### src/rtl/alu_issue_ctrl.sv
// Issue/writeback sequencer for the execute-stage op units: decodes one ARM
// data-processing word, fetches Rn/Rm, pulses en_inst, writes back Rd and owns C/Z/N.
module alu_issue_ctrl #(
    parameter logic [4:0] SUB_CODE      = 5'b00010,
    parameter logic [4:0] SBC_CODE      = 5'b00110,
    parameter int         SETTLE_CYCLES = 1
) (
    input  logic        clk,
    input  logic        rst,
    input  logic        in_valid,
    output logic        in_ready,
    input  logic [31:0] in_instr,
    output logic [3:0]  rf_ra_addr,
    output logic [3:0]  rf_rb_addr,
    input  logic [31:0] rf_ra_data,
    input  logic [31:0] rf_rb_data,
    output logic        rf_we,
    output logic [3:0]  rf_waddr,
    output logic [31:0] rf_wdata,
    output logic        alu_en_inst,
    output logic        alu_imm,
    output logic [4:0]  alu_instruction,
    output logic        alu_s,
    output logic [31:0] alu_rn,
    output logic [11:0] alu_imm_operand,
    output logic [4:0]  alu_imm_shift,
    output logic [1:0]  alu_stype,
    output logic [31:0] alu_rm,
    output logic        alu_carry_in,
    output logic        alu_zero_in,
    output logic        alu_neg_in,
    input  logic [31:0] alu_rd,
    input  logic        alu_carry_out,
    input  logic        alu_zero_out,
    input  logic        alu_neg_out,
    output logic        flag_c,
    output logic        flag_z,
    output logic        flag_n,
    output logic        done,
    output logic        illegal
);

    typedef enum logic [2:0] {IDLE, RDREG, OPND, EXEC, WB, SKIP, ERR} state_t;

    state_t      state_q, state_d;
    logic        live_q;
    logic [31:0] instr_q, instr_d;
    logic [3:0]  ra_q, ra_d, rb_q, rb_d;
    logic [31:0] rn_q, rn_d, rm_q, rm_d, res_q, res_d;
    logic [2:0]  cnt_q, cnt_d;
    logic [2:0]  cznres_q, cznres_d;   // {C,Z,N} captured from the op unit
    logic [2:0]  flags_q, flags_d;     // {C,Z,N} architectural
    logic        legal, cond_ok;

    always_comb begin
        legal = (in_instr[27:26] == 2'b00)
             && (in_instr[24:21] == 4'b0010 || in_instr[24:21] == 4'b0110)
             && (in_instr[25] || !in_instr[4]);
        cond_ok = 1'b0;
        case (in_instr[31:28])
            4'b0000: cond_ok = flags_q[1];
            4'b0001: cond_ok = !flags_q[1];
            4'b0010: cond_ok = flags_q[2];
            4'b0011: cond_ok = !flags_q[2];
            4'b0100: cond_ok = flags_q[0];
            4'b0101: cond_ok = !flags_q[0];
            4'b1110: cond_ok = 1'b1;
            default: legal   = 1'b0;
        endcase
    end

    always_comb begin
        state_d  = state_q;
        instr_d  = instr_q;
        ra_d     = ra_q;
        rb_d     = rb_q;
        rn_d     = rn_q;
        rm_d     = rm_q;
        res_d    = res_q;
        cnt_d    = cnt_q;
        cznres_d = cznres_q;
        flags_d  = flags_q;
        case (state_q)
            IDLE: if (in_valid && in_ready) begin
                instr_d = in_instr;
                if (!legal)
                    state_d = ERR;
                else if (!cond_ok)
                    state_d = SKIP;
                else begin
                    state_d = RDREG;
                    ra_d    = in_instr[19:16];
                    rb_d    = in_instr[3:0];
                end
            end
            RDREG: state_d = OPND;
            OPND: begin
                rn_d    = rf_ra_data;
                rm_d    = rf_rb_data;
                cnt_d   = '0;
                state_d = EXEC;
            end
            EXEC: begin
                if (cnt_q == 3'(SETTLE_CYCLES - 1)) begin
                    res_d    = alu_rd;
                    cznres_d = {alu_carry_out, alu_zero_out, alu_neg_out};
                    state_d  = WB;
                end else begin
                    cnt_d = cnt_q + 3'd1;
                end
            end
            WB: begin
                if (instr_q[20])
                    flags_d = cznres_q;
                state_d = IDLE;
            end
            default: state_d = IDLE;
        endcase
    end

    always_ff @(posedge clk or negedge rst) begin
        if (!rst) begin
            state_q  <= IDLE;
            live_q   <= 1'b0;
            instr_q  <= '0;
            ra_q     <= '0;
            rb_q     <= '0;
            rn_q     <= '0;
            rm_q     <= '0;
            res_q    <= '0;
            cnt_q    <= '0;
            cznres_q <= '0;
            flags_q  <= '0;
        end else begin
            state_q  <= state_d;
            live_q   <= 1'b1;
            instr_q  <= instr_d;
            ra_q     <= ra_d;
            rb_q     <= rb_d;
            rn_q     <= rn_d;
            rm_q     <= rm_d;
            res_q    <= res_d;
            cnt_q    <= cnt_d;
            cznres_q <= cznres_d;
            flags_q  <= flags_d;
        end
    end

    // live_q keeps in_ready low while reset is held even though state is IDLE
    assign in_ready        = live_q && (state_q == IDLE);
    assign rf_ra_addr      = ra_q;
    assign rf_rb_addr      = rb_q;
    assign rf_we           = (state_q == WB);
    assign rf_waddr        = instr_q[15:12];
    assign rf_wdata        = res_q;
    assign alu_en_inst     = (state_q == EXEC);
    assign alu_imm         = instr_q[25];
    assign alu_instruction = (instr_q[24:21] == 4'b0010) ? SUB_CODE : SBC_CODE;
    assign alu_s           = instr_q[20];
    assign alu_rn          = rn_q;
    assign alu_rm          = rm_q;
    assign alu_imm_operand = instr_q[11:0];
    assign alu_imm_shift   = instr_q[11:7];
    assign alu_stype       = instr_q[6:5];
    assign alu_carry_in    = flags_q[2];
    assign alu_zero_in     = flags_q[1];
    assign alu_neg_in      = flags_q[0];
    assign flag_c          = flags_q[2];
    assign flag_z          = flags_q[1];
    assign flag_n          = flags_q[0];
    assign done            = (state_q == WB) || (state_q == SKIP);
    assign illegal         = (state_q == ERR);

endmodule
### config.mk
export PLATFORM = sky130hd
export DESIGN_NAME = alu_issue_ctrl
export DESIGN_NICKNAME = d
export VERILOG_FILES = /design/src/rtl/alu_issue_ctrl.sv
export SDC_FILE = /design/constraint.sdc
export NUM_CORES = 1
export LEC_CHECK = 0
export CAP_MARGIN = 40
export CORE_AREA = 2 2 108 110
export CTS_CLUSTER_DIAMETER = 30
export DETAILED_ROUTE_END_ITERATION = 12
export DIE_AREA = 0 0 110 112
export DONT_BUFFER_PORTS = 1
export GPL_TIMING_DRIVEN = 0
export PLACE_DENSITY = 0.74
export SLEW_MARGIN = 10
export SYNTH_ARGS = -nofsm -noshare
export SYNTH_HDL_FRONTEND = slang
export SYNTH_SLANG_ARGS = --single-unit
### constraint.sdc
create_clock -name clk -period 4.7 [get_ports clk]
set_input_delay 1.175 -clock clk [delete_from_list [all_inputs] [get_ports clk]]
set_output_delay 1.175 -clock clk [all_outputs]
set_load 0.01 [all_outputs]
==> metrics.txt <==
status=finished clean; hold_ws=0.4615 ns; initial antenna violation count=0; Max-cap violations=0; fin nets=707; DR vias=3747; Sequential Area=0.003478 mm²; clk_lat worst skew=0.40 ns; post-CTS resize count=0; P_leak=3.314 nW; FFs w/ async S/R, synth=100.0%; R2R cell count=6; R2R Path End=rf_wdata[4]; Root Buffer=clkbuf_16; drt drc=0; GRT overflow=0; peak supply drop=0.4063 mV; # hold bufs at CTS=0; Die H=112 µm; slowest stage cell on the critical path=nor2b_1; Crit Path Class=flip-flop to primary output; die area=0.01232 mm²; Reg2Reg Setup Slack=2.54 ns; Worst-path clk slew=0.06 ns; first-pass GRT wire length=19.03 mm; Slew Viols, Final=0; remaining antenna violation count=0; crit path capture=rf_we; CP Launch Type=flip-flop; synth top area cells=dfrtp_1, nand2_1, mux2_2, buf_4, clkbuf_1; # rows=39; EDFF count, synth=0; fin crit share=58.47%; H-tree Lvls=4; slew of the pin with the lowest slew margin=0.6754 ns; clk_skew=0.007547 ns; dpl hpwl=9.176 mm; Syn-to-layout area delta=14.84%; FF-to-FF Start=cnt_q[0]; pre-CTS setup slack=1.873 ns; Synth warnings=0; commonest non-fill, non-tap cell in the layout=nand2_1; Final GP Congestion=0.7628; Via density=5.154; CP max stage delay=0.34 ns; GRT Resource Usage Total=20.33%; Seq/Total Area, Yosys=61.46%; Worst setup EP type=primary output; crit path DAT=1.57 ns; initial core utilization=50.64%; Post-Syn Instances=549; Die W=110 µm; Filler cells=912; CTS Buf Count=17; mapped cell area=0.005659 mm²; most used cell, CP=nor2b_1; number of synthesized register bits=139; Min-Delay Path Class=input pin to asynchronous set/reset pin; Power per Cell Area=798.2 mW/mm²; total routed wirelength=12.34 mm; Netlist cell types=32; Fmax achieved=363.9 MHz; Synth area leader=dfrtp_1; antenna cells=0; Longest Clk Path Bufs=2; Avg Synthesized Cell Area=10.31 µm²; share of layout cells above drive strength 1=20.72%; clock period minus worst slack=2.748 ns; CTS Sinks=139; # port buffers=0; Fin. Hold Viols=0; final worst setup slack=1.952 ns; RSZ-0062 raised after global routing=false; relative slew slack=54.73%; core area=0.01117 mm²; Avg WL per Cell=16.97 µm; CP Max Fanout=9; largest net degree at the start of global routing=140; area of the multi-input gates=0.001852 mm²; worst-path cell chain=buf_2 > nor2b_1 > nor2b_1; vias in the first global route=3912; DRT iter0 DRCs=221; commonest cells after routing, fill and taps aside=nand2_1, dfrtp_1, mux2_2, buf_4, clkbuf_1; Synth Flop Type=dfrtp_1; first-pass iteration count of the detailed router=4; post-CTS setup repair buffer count=0; CTS tree=built; Critical Path Start=state_q[2]; # IOs=279; setup violators final=0; share of the synthesized area in the top cell type=61.46%; post-route setup TNS=0 ns; Worst EP required=3.52 ns
state kept, by name, summed over array words and instances (netlist names), 3 cells and up:
register / cells
rf_wdata: 32
rf_ra_addr: 4
alu_rm: 32
cznres_q: 3
alu_rn: 32
cnt_q: 3
state_q: 3
flags_q: 3
instr_q: 22
rf_rb_addr: 4
metrics by stage:
step / area [µm²] / util (%) / power (mW) / std cells
finish: 6499 / 58.16 / 5.188 / 727
global route: 6499 / 58.16 / 5.547 / 727
CTS: 6499 / 58.16 / 5.248 / 727
detailed placement: 5849 / 52.35 / 3.777 / 695
global placement: 5849 / 52.35 / 3.665 / 695
floorplan: 5670 / - / 3.379 / 552
worst max-delay path: cells and delay by family (launching register included):
| family | cells | cell delay (ns) |
|---|---|---|
| simple gates | 2 | 0.66 |
| buf+inv | 1 | 0.20 |
| flops | 1 | 0.31 |
per-layer routing:
metal	wire length (µm)	track usage (%)
met1	4484	22.39
met2	6494	34.89
met3	1104	7.201
met4	255	8.861
met5	0	0
cell usage after synthesis, types with 3 or more instances:
library cell and instances:
mux2_2 46, dfrtp_1 139, buf_2 8, nand3_1 4
o21ai_0 3, a21oi_1 4, xor2_1 3, inv_1 3
nor2_1 6, nand2_1 261, buf_4 30, clkbuf_1 16
and2_1 3
how the worst min path moves through the flow:
stage	to	cells after the start
floorplan	instr_q[22]	2
global placement	instr_q[24]	2
detailed placement	instr_q[21]	2
CTS	alu_rm[29]	0
global route	alu_rm[29]	0
finish	alu_rm[30]	0
logic make-up (layout without fill, tap and decap cells):
family                     count (synthesis)  in the layout  share of synthesized area (%)
DFF                                      139            139                          61.46
and+or+nand+nor                          284            284                          20.23
other                                      2              5                         0.1327
xor gates and xnor gates                   3              3                         0.4644
muxes                                     47             47                          9.330
adders and majority gates                  2              2                         0.4421
buffers and inverters                     58             90                          6.014
AOI/OAI and AO/OA                         14             14                          1.924
cell type report:
| class | count | area share [%] |
|---|---|---|
| flip-flops and latches | 139 | 53.52 |
| multi-input cells | 355 | 28.49 |
| clock buffers | 19 | 6.662 |
| plain buffers | 55 | 5.064 |
| clock inverters | 13 | 3.331 |
| well taps | 143 | 2.753 |
| inverters | 3 | 0.1733 |
where the power goes:
part	total (mW)	internal, mW	switching, mW
registers	2.35	1.75	0.599
logic	1.39	0.598	0.788
clock network	1.45	0.948	0.505
total	5.19	3.30	1.89
(Power assumes the default switching activity.)
